$ cat config.mk
export PLATFORM = sky130hd
export DESIGN_NAME = parking_lot_ctrl_flat
export DESIGN_NICKNAME = d
export VERILOG_FILES = /design/src/rtl/parking_pkg.sv /design/src/rtl/parking_lot_ctrl_if.sv /design/src/rtl/parking_free_finder.sv /design/src/rtl/parking_lot_ctrl.sv /design/src/flat_wrapper.sv
export SDC_FILE = /design/constraint.sdc
export NUM_CORES = 1
export LEC_CHECK = 0
export ABC_AREA = 1
export ABC_CLOCK_PERIOD_IN_PS = 2900
export CAP_MARGIN = 30
export CORE_AREA = 2 2 79 81
export DETAILED_ROUTE_END_ITERATION = 7
export DIE_AREA = 0 0 81 83
export GPL_TIMING_DRIVEN = 0
export SKIP_CTS_REPAIR_TIMING = 1
export SYNTH_ARGS = -nofsm -noshare
export SYNTH_HDL_FRONTEND = slang
export SYNTH_HIERARCHICAL = 1
export SYNTH_SLANG_ARGS = --single-unit
$ cat constraint.sdc
create_clock -name clk -period 2.9 [get_ports clk]
set_input_delay 0.58 -clock clk [delete_from_list [all_inputs] [get_ports clk]]
set_output_delay 0.58 -clock clk [all_outputs]
set_load 0.01 [all_outputs]
$ cat src/rtl/parking_pkg.sv
// Shared constants and helpers for the parking-lot controller.
// Statistics outputs are enabled by defining PARKING_STATS_EN.
package parking_pkg;

  localparam int DEF_NUM_SLOTS = 16;
  localparam int STATS_W       = 32;

  function automatic int slot_w(input int n);
    return (n <= 2) ? 1 : $clog2(n);
  endfunction

  function automatic int cnt_w(input int n);
    return $clog2(n + 1);
  endfunction

endpackage

$ cat src/rtl/parking_lot_ctrl_if.sv
// Event and status bundle between gate logic, controller and display.
// Carries total_entries/peak_count only when PARKING_STATS_EN is defined.
interface parking_lot_ctrl_if
  import parking_pkg::*;
#(
  parameter int NUM_SLOTS = DEF_NUM_SLOTS
);
  localparam int SLOT_W = slot_w(NUM_SLOTS);
  localparam int CNT_W  = cnt_w(NUM_SLOTS);

  logic              arrive_req;
  logic              depart_valid;
  logic [SLOT_W-1:0] depart_slot;
  logic              arrive_grant;
  logic [SLOT_W-1:0] grant_slot;
  logic              arrive_reject;
  logic              depart_err;
  logic [NUM_SLOTS-1:0] slots;
  logic [CNT_W-1:0]  occ_count;
  logic              all_full;
  logic              any_free;
  logic              almost_full;
`ifdef PARKING_STATS_EN
  logic [STATS_W-1:0] total_entries;
  logic [CNT_W-1:0]   peak_count;

  modport master (
    output arrive_req, depart_valid, depart_slot,
    input  arrive_grant, grant_slot, arrive_reject,
    input  depart_err, slots, occ_count,
    input  all_full, any_free, almost_full,
    input  total_entries, peak_count
  );
  modport slave (
    input  arrive_req, depart_valid, depart_slot,
    output arrive_grant, grant_slot, arrive_reject,
    output depart_err, slots, occ_count,
    output all_full, any_free, almost_full,
    output total_entries, peak_count
  );
`else
  modport master (
    output arrive_req, depart_valid, depart_slot,
    input  arrive_grant, grant_slot, arrive_reject,
    input  depart_err, slots, occ_count,
    input  all_full, any_free, almost_full
  );
  modport slave (
    input  arrive_req, depart_valid, depart_slot,
    output arrive_grant, grant_slot, arrive_reject,
    output depart_err, slots, occ_count,
    output all_full, any_free, almost_full
  );
`endif

endinterface

$ cat src/rtl/parking_free_finder.sv
// Lowest-index free slot finder over the occupancy map.
module parking_free_finder
  import parking_pkg::*;
#(
  parameter int NUM_SLOTS = DEF_NUM_SLOTS,
  localparam int SLOT_W = slot_w(NUM_SLOTS)
) (
  input  logic [NUM_SLOTS-1:0] map_i,
  output logic                 found_o,
  output logic [SLOT_W-1:0]    index_o
);

  // Scan downwards so the lowest zero bit wins.
  always_comb begin
    found_o = 1'b0;
    index_o = '0;
    for (int i = NUM_SLOTS - 1; i >= 0; i--) begin
      if (!map_i[i]) begin
        found_o = 1'b1;
        index_o = SLOT_W'(i);
      end
    end
  end

endmodule

$ cat src/rtl/parking_lot_ctrl.sv
// Parking-lot controller: owns the occupancy map, grants and releases slots.
// Define PARKING_STATS_EN to add total_entries and peak_count outputs.
module parking_lot_ctrl
  import parking_pkg::*;
#(
  parameter int NUM_SLOTS      = DEF_NUM_SLOTS,
  parameter int ALMOST_FULL_TH = NUM_SLOTS - 2
) (
  input logic         clk,
  input logic         rst_n,
  parking_lot_ctrl_if.slave bus
);

  localparam int SLOT_W = slot_w(NUM_SLOTS);
  localparam int CNT_W  = cnt_w(NUM_SLOTS);
  localparam logic AF_RST = (ALMOST_FULL_TH == 0);

  logic [NUM_SLOTS-1:0] slots_q, slots_d;
  logic [CNT_W-1:0]     count_q, count_d;
  logic [SLOT_W-1:0]    gslot_q;
  logic                 grant_q, reject_q, err_q;
  logic                 full_q, free_q, afull_q;

  logic              found;
  logic [SLOT_W-1:0] free_idx;
  logic              grant, reject, dep_in, dep_ok;

  parking_free_finder #(.NUM_SLOTS(NUM_SLOTS)) u_finder (
    .map_i   (slots_q),
    .found_o (found),
    .index_o (free_idx)
  );

  // Events are judged against the pre-edge map, so a slot freed
  // this cycle cannot be handed out until the next one.
  always_comb begin
    grant   = bus.arrive_req & found;
    reject  = bus.arrive_req & ~found;
    dep_in  = int'(bus.depart_slot) < NUM_SLOTS;
    dep_ok  = bus.depart_valid & dep_in
            & slots_q[bus.depart_slot];
    slots_d = slots_q;
    if (grant)
      slots_d[free_idx] = 1'b1;
    if (dep_ok)
      slots_d[bus.depart_slot] = 1'b0;
    count_d = count_q + CNT_W'(grant)
            - CNT_W'(dep_ok);
  end

  always_ff @(posedge clk or negedge rst_n) begin
    if (!rst_n) begin
      slots_q  <= '0;
      count_q  <= '0;
      gslot_q  <= '0;
      grant_q  <= 1'b0;
      reject_q <= 1'b0;
      err_q    <= 1'b0;
      full_q   <= 1'b0;
      free_q   <= 1'b1;
      afull_q  <= AF_RST;
    end else begin
      slots_q  <= slots_d;
      count_q  <= count_d;
      grant_q  <= grant;
      reject_q <= reject;
      err_q    <= bus.depart_valid & ~dep_ok;
      full_q   <= int'(count_d) == NUM_SLOTS;
      free_q   <= int'(count_d) != NUM_SLOTS;
      afull_q  <= int'(count_d) >= ALMOST_FULL_TH;
      if (grant)
        gslot_q <= free_idx;
    end
  end

  assign bus.slots         = slots_q;
  assign bus.occ_count     = count_q;
  assign bus.grant_slot    = gslot_q;
  assign bus.arrive_grant  = grant_q;
  assign bus.arrive_reject = reject_q;
  assign bus.depart_err    = err_q;
  assign bus.all_full      = full_q;
  assign bus.any_free      = free_q;
  assign bus.almost_full   = afull_q;

`ifdef PARKING_STATS_EN
  logic [STATS_W-1:0] total_q;
  logic [CNT_W-1:0]   peak_q;

  always_ff @(posedge clk or negedge rst_n) begin
    if (!rst_n) begin
      total_q <= '0;
      peak_q  <= '0;
    end else begin
      if (grant && total_q != '1)
        total_q <= total_q + 1'b1;
      if (count_d > peak_q)
        peak_q <= count_d;
    end
  end

  assign bus.total_entries = total_q;
  assign bus.peak_count    = peak_q;
`endif

endmodule

$ cat src/flat_wrapper.sv
// flat-port wrapper written by rule: the top's interface ports become plain ports
module parking_lot_ctrl_flat import parking_pkg::*;
#(
  parameter int NUM_SLOTS      = DEF_NUM_SLOTS,
  parameter int ALMOST_FULL_TH = NUM_SLOTS - 2
)
  (clk, rst_n, bus_arrive_req, bus_depart_valid, bus_depart_slot, bus_arrive_grant, bus_grant_slot, bus_arrive_reject, bus_depart_err, bus_slots, bus_occ_count, bus_all_full, bus_any_free, bus_almost_full);
  parking_lot_ctrl_if #(.NUM_SLOTS(NUM_SLOTS)) bus_i ();
  input logic clk;
  input logic rst_n;
  input wire logic [$bits(bus_i.arrive_req)-1:0] bus_arrive_req;
  input wire logic [$bits(bus_i.depart_valid)-1:0] bus_depart_valid;
  input wire logic [$bits(bus_i.depart_slot)-1:0] bus_depart_slot;
  output wire logic [$bits(bus_i.arrive_grant)-1:0] bus_arrive_grant;
  output wire logic [$bits(bus_i.grant_slot)-1:0] bus_grant_slot;
  output wire logic [$bits(bus_i.arrive_reject)-1:0] bus_arrive_reject;
  output wire logic [$bits(bus_i.depart_err)-1:0] bus_depart_err;
  output wire logic [$bits(bus_i.slots)-1:0] bus_slots;
  output wire logic [$bits(bus_i.occ_count)-1:0] bus_occ_count;
  output wire logic [$bits(bus_i.all_full)-1:0] bus_all_full;
  output wire logic [$bits(bus_i.any_free)-1:0] bus_any_free;
  output wire logic [$bits(bus_i.almost_full)-1:0] bus_almost_full;
  assign bus_i.arrive_req = bus_arrive_req;
  assign bus_i.depart_valid = bus_depart_valid;
  assign bus_i.depart_slot = bus_depart_slot;
  assign bus_arrive_grant = bus_i.arrive_grant;
  assign bus_grant_slot = bus_i.grant_slot;
  assign bus_arrive_reject = bus_i.arrive_reject;
  assign bus_depart_err = bus_i.depart_err;
  assign bus_slots = bus_i.slots;
  assign bus_occ_count = bus_i.occ_count;
  assign bus_all_full = bus_i.all_full;
  assign bus_any_free = bus_i.any_free;
  assign bus_almost_full = bus_i.almost_full;
  parking_lot_ctrl #(.NUM_SLOTS(NUM_SLOTS), .ALMOST_FULL_TH(ALMOST_FULL_TH)) u_core (.clk(clk), .rst_n(rst_n), .bus(bus_i));
endmodule
==> results of run 1 <==
## registers in the layout (all words and copies together) (netlist names)
signal and cells:
u_core/bus.all_full 1, u_core/bus.almost_full 1, u_core/bus.occ_count 5, u_core/bus.grant_slot 4, u_core/bus.arrive_reject 1, u_core/bus.arrive_grant 1, u_core/bus.depart_err 1, u_core/bus.slots 16
u_core/bus.any_free 1
## area by class of cell
| type | count | area, sq um | area share |
|---|---|---|---|
| inverters | 45 | 169 | 0.0610 |
| flip-flops and latches | 31 | 786 | 0.284 |
| repair buffers | 44 | 425 | 0.154 |
| clock buffers | 6 | 72.6 | 0.0262 |
| clock inverters | 2 | 60.1 | 0.0217 |
| multi-input cells | 210 | 1110 | 0.400 |
| plain buffers | 7 | 53.8 | 0.0194 |
| well taps | 75 | 93.8 | 0.0339 |
## final timing paths
kind	from	end	slack (ns)	cells past startpoint
worst min-delay path	rst_n	u_core/bus.slots[4]$_DFF_PN0_	0.33	1
worst max register to register	u_core/bus.slots[7]$_DFF_PN0_	u_core/bus.any_free$_DFF_PN1_	0.10	18
max in group asynchronous	rst_n	u_core/bus.slots[14]$_DFF_PN0_	2.08	1
min in group clk	u_core/bus.grant_slot[0]$_DFFE_PN0N_	u_core/bus.grant_slot[0]$_DFFE_PN0N_	0.48	2
worst max-delay path	bus_depart_slot[0]	u_core/bus.any_free$_DFF_PN1_	0.07	20
worst min register to register	u_core/bus.grant_slot[0]$_DFFE_PN0N_	u_core/bus.grant_slot[0]$_DFFE_PN0N_	0.48	2
## cells in the final DEF, fill, tap and decap left out, types with 3 or more instances in the layout
cell type,instances
sky130_fd_sc_hd__nand2_1,93
sky130_fd_sc_hd__inv_1,41
sky130_fd_sc_hd__clkdlybuf4s50_1,32
sky130_fd_sc_hd__a21oi_1,25
sky130_fd_sc_hd__nand3_1,24
sky130_fd_sc_hd__dfrtp_1,23
sky130_fd_sc_hd__nor2_1,16
sky130_fd_sc_hd__nand2_2,9
sky130_fd_sc_hd__dfrtp_2,7
sky130_fd_sc_hd__buf_4,7
sky130_fd_sc_hd__clkbuf_8,5
sky130_fd_sc_hd__buf_6,5
sky130_fd_sc_hd__o21ai_0,5
sky130_fd_sc_hd__inv_2,4
sky130_fd_sc_hd__a31oi_1,4
sky130_fd_sc_hd__ha_1,4
sky130_fd_sc_hd__clkbuf_1,3
sky130_fd_sc_hd__nand2_4,3
sky130_fd_sc_hd__nor2_2,3
sky130_fd_sc_hd__nor3_1,3
sky130_fd_sc_hd__nand4_1,3
## power by group
part           internal (mW)  leakage [nW]  switching [mW]
Sequential             0.583         0.380           0.142
Clock                  0.343        0.0654           0.170
Combinational          0.586         0.977           0.723
Total                   1.51          1.42            1.03
## kinds of logic (layout without fill, tap and decap cells)
family                     count (synthesis)  count (layout)  share of synthesized area
and+or+nand+nor                          158             158                      0.324
buffers and inverters                     52             104                      0.109
AOI/OAI and AO/OA                         42              42                      0.121
DFF                                       31              31                      0.387
adders and majority gates                  6               6                     0.0412
xor gates and xnor gates                   4               4                     0.0175
## layer usage
metal | vias to the layer above | track usage | wire [um] | part of all wire
met1 | 950 | 0.238 | 2500 | 0.45
met2 | 59 | 0.261 | 2630 | 0.48
met5 | - | 0 | 0 | 0
met3 | 10 | 0.0250 | 264 | 0.048
met4 | 0 | 0.0663 | 112 | 0.020
li1 | 1027 | - | - | -
## per-stage QoR
step / utilization / instances / setup TNS [ns] / cell area (sq um)
2_1_floorplan: - / 293 / 0 / 2010
3_3_place_gp: 0.423 / 404 / -4.11 / 2460
3_5_place_dp: 0.423 / 404 / -4.34 / 2460
4_1_cts: 0.445 / 412 / -2.28 / 2590
5_1_grt: 0.476 / 420 / -0.0829 / 2770
6_report: 0.476 / 420 / 0 / 2770
==> flow_metrics.env, run 1 <==
export IMPL_outcome="finished, final reports clean"
export IMPL_worstSetupPathType="input port to flip-flop"
export IMPL_dp_final_hpwl_um=3970
export IMPL_via_per_inst=4.87
export IMPL_crit_path_end_kind="flip-flop"
export IMPL_grt_setup_unrepaired="yes"
export IMPL_route_final_wire_length_um=5500
export IMPL_crit_fanout=6
export IMPL_ranking_of_synthesized_cells_by_instance_count="sky130_fd_sc_hd__nand2_1, sky130_fd_sc_hd__inv_1, sky130_fd_sc_hd__dfrtp_1, sky130_fd_sc_hd__a21oi_1, sky130_fd_sc_hd__nand3_1"
export IMPL_netlist_area_sq_um=2010
export IMPL_min_delay_path_class="input port to async pin"
export IMPL_floorplan_core_area_sq_um=5820
export IMPL_first_pass_iters=4
export IMPL_critical_path_slowest_cell="sky130_fd_sc_hd__fa_2"
export IMPL_cts_root_buf="sky130_fd_sc_hd__clkbuf_8"
export IMPL_congestion_overflow_gr=0
export IMPL_floorplan_initialDensity=0.345
export IMPL_cts_buffers_inserted=5
export IMPL_synth_enable_flop_cells=0
export IMPL_critical_path_buf_inv_count=6
export IMPL_final_net_count=358
export IMPL_synth_area_top_cells="sky130_fd_sc_hd__dfrtp_1, sky130_fd_sc_hd__nand2_1, sky130_fd_sc_hd__inv_1"
export IMPL_worst_slew_margin_relative_to_its_limit=0.543
export IMPL_first_global_vias=1846
export IMPL_area_growth_pct=38.1
export IMPL_num_antenna_cells=0
export IMPL_largest_clock_skew_in_the_final_design_ns=0.00848
export IMPL_core_rowCount=28
export IMPL_synth_most_common_cell="sky130_fd_sc_hd__nand2_1"
export IMPL_worst_ep_arrival_time_ns=3.06
export IMPL_io_pins=39
export IMPL_drive_above_1_share=0.174
export IMPL_detailroute_via_count=2046
export IMPL_synth_ff_latch_count=31
export IMPL_fin_max_slew_vios=0
export IMPL_detailedPlace_worstSlack_ns=-0.848
export IMPL_setup_worst_path_start_class="input port"
export IMPL_synth_area_leader_cell="sky130_fd_sc_hd__dfrtp_1"
export IMPL_synth_fp_nets=307
export IMPL_ys_async_sr_fraction=1.00
export IMPL_yosys_most_used_dff="sky130_fd_sc_hd__dfrtp_1"
export IMPL_antenna_violating_nets_post_route=0
export IMPL_clkSinkCount=31
export IMPL_required_ns=3.12
export IMPL_groute_usage_overall=0.170
export IMPL_max_stage_delay_ns=0.42
export IMPL_routed_len_inst_um=13.1
export IMPL_synthDistinctLibCells=27
export IMPL_detailedRoute_firstIterationViolations=179
export IMPL_cts_root_to_sink_buffers=2
export IMPL_yosys_warnings=6
export IMPL_htreeDepth=2
export IMPL_hold_ws_ns=0.327
export IMPL_final_hold_violations=0
export IMPL_power_density_nw_per_um2=920
export IMPL_report_power_total_mw=2.55
export IMPL_max_cap_viol_count=0
export IMPL_port_buffers=36
export IMPL_crit_family="adder cells"
export IMPL_fmax_mhz=353
export IMPL_cts_tree="done"
export IMPL_worstPathCellList="buf_6, buf_6, nand2_1, nand2_1, nand2_1, nand2_1, nand2_2, nand2_4, o21ai_4, buf_6, inv_1, ha_1, inv_2, ha_4, fa_2, xor2_2, nor3_2, nand2_1, nor2_2, inv_1"
export IMPL_report_final_setup_viol=0
export IMPL_synth_area_per_cell_sq_um=6.85
export IMPL_timing_worst_slew_pin_value_ns=0.685
export IMPL_grt_antenna_before_repair=0
export IMPL_global_route_wire_length_before_repair_um=8900
export IMPL_fill_cells=602
export IMPL_grt_start_max_net_pins=32
export IMPL_clk_transition_reported_paths_ns=0.07
export IMPL_floorplan_die_area_sq_um=6720
export IMPL_synth_seq_area_share=0.387
export IMPL_remaining_routing_drc_violations=0
export IMPL_insertion_delay_of_the_later_clocked_pin_in_the_worst_skew_pair_ns=0.29
export IMPL_post_route_period_util=0.977
export IMPL_period_minus_slack_ns=2.83
export IMPL_die_height_um=83
export IMPL_power_leakage_nw=1.42
export IMPL_post_route_worst_setup_slack_ns=0.0663
export IMPL_yosys_area_top_type_share=0.374
export IMPL_gp_congestion=0.884
export IMPL_chipWidth_um=81
export IMPL_post_synth_inst_count=293
export IMPL_vdd_ir_drop_max_v=0.000410
export IMPL_timing_critical_path_mode_cell="sky130_fd_sc_hd__nand2_1"
Power figures use the tool's default switching activity.
==> run 2: changes to the inputs <==
==> constraint.sdc (replaced) <==
create_clock -name clk -period 2.9 [get_ports clk]
set_input_delay 0.58 -clock clk [delete_from_list [all_inputs] [get_ports clk]]
set_output_delay 0.58 -clock clk [all_outputs]
set_load 0.005 [all_outputs]
==> results of run 2 <==
The final DEF is identical to that of run 1. Status: finished, final reports clean.
Main changes from that run: total power 2.55 mW -> 2.49 mW; worst IR drop on VDD 0.000410 V -> 0.000396 V
==> run 3: changes to the inputs <==
--- a/config.mk
+++ b/config.mk
@@ -8,10 +8,11 @@
 export ABC_AREA = 1
 export ABC_CLOCK_PERIOD_IN_PS = 2900
 export CAP_MARGIN = 30
-export CORE_AREA = 2 2 79 81
+export CORE_AREA = 2 2 69 71
 export DETAILED_ROUTE_END_ITERATION = 7
-export DIE_AREA = 0 0 81 83
+export DIE_AREA = 0 0 71 73
 export GPL_TIMING_DRIVEN = 0
+export PLACE_DENSITY = 0.71
 export SKIP_CTS_REPAIR_TIMING = 1
 export SYNTH_ARGS = -nofsm -noshare
 export SYNTH_HDL_FRONTEND = slang
==> run 3 against run 2 <==
The run now ends with setup timing left. Clock skew is 0.00094 ns lower. Total power down 8.3%. Hold slack improved by 0.018 ns. Largest cell class unchanged. Sequential power decreased by 1%. Critical path type unchanged.
==> flow_metrics.env, run 3 (synthesis results as in run 1) <==
export IMPL_area_growth_pct=33.1
export IMPL_cts_root_buf="sky130_fd_sc_hd__clkbuf_8"
export IMPL_route_final_wire_length_um=5300
export IMPL_chipWidth_um=71
export IMPL_final_net_count=359
export IMPL_critical_path_buf_inv_count=7
export IMPL_via_per_inst=5.00
export IMPL_worst_r2r_endpoint="u_core/bus.any_free$_DFF_PN1_"
export IMPL_insertion_delay_of_the_later_clocked_pin_in_the_worst_skew_pair_ns=0.28
export IMPL_critical_path_slowest_cell="sky130_fd_sc_hd__fa_2"
export IMPL_endpoint="u_core/bus.any_free$_DFF_PN1_"
export IMPL_setup_worst_path_start_class="input port"
export IMPL_sequentialPowerShare=0.314
export IMPL_cts_root_to_sink_buffers=2
export IMPL_cts_tree="done"
export IMPL_violations="setup timing"
export IMPL_min_delay_path_class="input port to async pin"
export IMPL_gp_congestion=0.930
export IMPL_worst_ep_arrival_time_ns=3.13
export IMPL_vdd_ir_drop_max_v=0.000293
export IMPL_max_stage_delay_ns=0.39
export IMPL_power_density_nw_per_um2=857
export IMPL_io_pins=39
export IMPL_worstPathCellList="buf_8, buf_6, buf_6, nand2_2, nand2_1, nand2_1, nand2_1, nand2_1, nand2_2, o21ai_4, buf_6, inv_4, ha_4, inv_2, ha_4, fa_2, xor2_2, nor3_2, nand2_1, nor2_2, inv_1"
export IMPL_post_route_worst_setup_slack_ns=-0.0185
export IMPL_worstSetupPathType="input port to flip-flop"
export IMPL_cell_internal_pwr_mw=1.33
export IMPL_grt_start_max_net_pins=32
export IMPL_crit_family="adder cells"
export IMPL_core_rowCount=25
export IMPL_required_ns=3.11
export IMPL_crit_reg2reg_launch="u_core/bus.slots[0]$_DFF_PN0_"
export IMPL_max_cap_viol_count=0
export IMPL_groute_usage_overall=0.214
export IMPL_crit_path_end_kind="flip-flop"
export IMPL_first_pass_iters=5
export IMPL_grt_setup_unrepaired="yes"
export IMPL_dp_final_hpwl_um=3800
export IMPL_timing_worst_slew_pin_value_ns=0.704
export IMPL_period_minus_slack_ns=2.92
export IMPL_htreeDepth=2
export IMPL_post_route_cell_area_sq_um=2670
export IMPL_finish_utilization=0.588
export IMPL_floorplan_core_area_sq_um=4540
export IMPL_timing_reg2reg_worst_path_depth=18
export IMPL_report_power_total_mw=2.29
export IMPL_post_route_period_util=1.01
export IMPL_leading_cell_type_in_the_layout_fill_and_taps_excluded="sky130_fd_sc_hd__nand2_1"
export IMPL_antenna_violating_nets_post_route=0
export IMPL_largest_clock_skew_in_the_final_design_ns=0.00754
export IMPL_outcome="finished, violations left"
export IMPL_clock_power_share=0.145
export IMPL_report_final_setup_viol=1
export IMPL_r2r_setup_slack_ns=0.10
export IMPL_die_height_um=73
export IMPL_combPwrFrac=0.541
export IMPL_fin_max_slew_vios=0
export IMPL_routed_len_inst_um=13.3
export IMPL_port_buffers=36
export IMPL_detailedRoute_firstIterationViolations=128
export IMPL_worst_slew_margin_relative_to_its_limit=0.531
export IMPL_switching_power_uw=958
export IMPL_clkSinkCount=31
export IMPL_grt_antenna_before_repair=0
export IMPL_first_global_vias=1910
export IMPL_commonest_cells_after_routing_fill_and_taps_aside="sky130_fd_sc_hd__nand2_1, sky130_fd_sc_hd__inv_1, sky130_fd_sc_hd__clkdlybuf4s50_1"
export IMPL_dpl_cell_count=383
export IMPL_post_dp_cell_area_sq_um=2430
export IMPL_instances_no_fill=400
export IMPL_largest_register_ff_count=16
export IMPL_remaining_routing_drc_violations=0
export IMPL_drive_above_1_share=0.133
export IMPL_crit_fanout=7
export IMPL_global_route_wire_length_before_repair_um=8590
export IMPL_final_hold_violations=0
export IMPL_num_antenna_cells=0
export IMPL_power_leakage_nw=1.40
export IMPL_detailroute_via_count=1999
export IMPL_cts_buffers_inserted=5
export IMPL_floorplan_die_area_sq_um=5180
export IMPL_clk_transition_reported_paths_ns=0.07
export IMPL_power_switching_fraction=0.419
export IMPL_critical_path_cell_count=21
export IMPL_detailedPlace_worstSlack_ns=-0.814
export IMPL_timing_critical_path_from="bus_depart_slot[0]"
export IMPL_timing_critical_path_mode_cell="sky130_fd_sc_hd__nand2_1"
export IMPL_congestion_overflow_gr=0
export IMPL_floorplan_initialDensity=0.442
export IMPL_fmax_mhz=343
==> run 3: changes by cell type in the layout (fill, tap and decap cells not counted), moves of 2 or more <==
cell / change
sky130_fd_sc_hd__nand2_1: +8
sky130_fd_sc_hd__nand2_4: -2
sky130_fd_sc_hd__nand2_2: -6
sky130_fd_sc_hd__dfrtp_1: +7
sky130_fd_sc_hd__bufinv_16: -2
sky130_fd_sc_hd__dfrtp_2: -7
==> run 3: metrics by stage <==
step                      TNS [ns]  hold slack [ns]
after floorplan                  0            0.284
after CTS                    -2.07            0.367
after detailed placement     -4.10            0.482
final                      -0.0185            0.346
after global placement       -4.00            0.477
after global routing        -0.337            0.414
==> run 3: power groups by stage <==
stage / Sequential (mW) / Clock [mW] / Combinational, mW
floorplan: 0.707 / 0 / 0.683
global placement: 0.717 / 0 / 1.11
detailed placement: 0.720 / 0 / 1.13
CTS: 0.714 / 0.344 / 1.13
global route: 0.737 / 0.363 / 1.40
finish: 0.718 / 0.330 / 1.24
==> run 3: how the worst min path moves through the flow <==
stage / from / to / slack [ns] / cells after the start
after detailed placement: u_core/bus.grant_slot[0]$_DFFE_PN0N_ / u_core/bus.grant_slot[0]$_DFFE_PN0N_ / 0.48 / 2
after global placement: u_core/bus.grant_slot[1]$_DFFE_PN0N_ / u_core/bus.grant_slot[1]$_DFFE_PN0N_ / 0.48 / 2
after CTS: rst_n / u_core/bus.grant_slot[1]$_DFFE_PN0N_ / 0.37 / 1
final: rst_n / u_core/bus.slots[1]$_DFF_PN0_ / 0.35 / 1
after global routing: rst_n / u_core/bus.slots[1]$_DFF_PN0_ / 0.41 / 1
after floorplan: rst_n / u_core/bus.all_full$_DFF_PN0_ / 0.28 / 0
==> run 3: cell type report <==
cell class	count	area [sq um]
Tap cell	54	67.6
Sequential cell	31	777
Inverter	45	171
Clock buffer	6	72.6
Buffer	7	51.3
Clock inverter	2	12.5
Fill cell	427	1870
Multi-Input combinational cell	210	1080
Timing Repair Buffer	45	437
==> run 3: layer usage <==
metal,share of wire,global-route usage,up-vias
li1,-,-,1023
met1,0.44,0.270,884
met2,0.48,0.358,86
met3,0.067,0.0318,6
met4,0.0096,0.111,0
met5,0,0,-
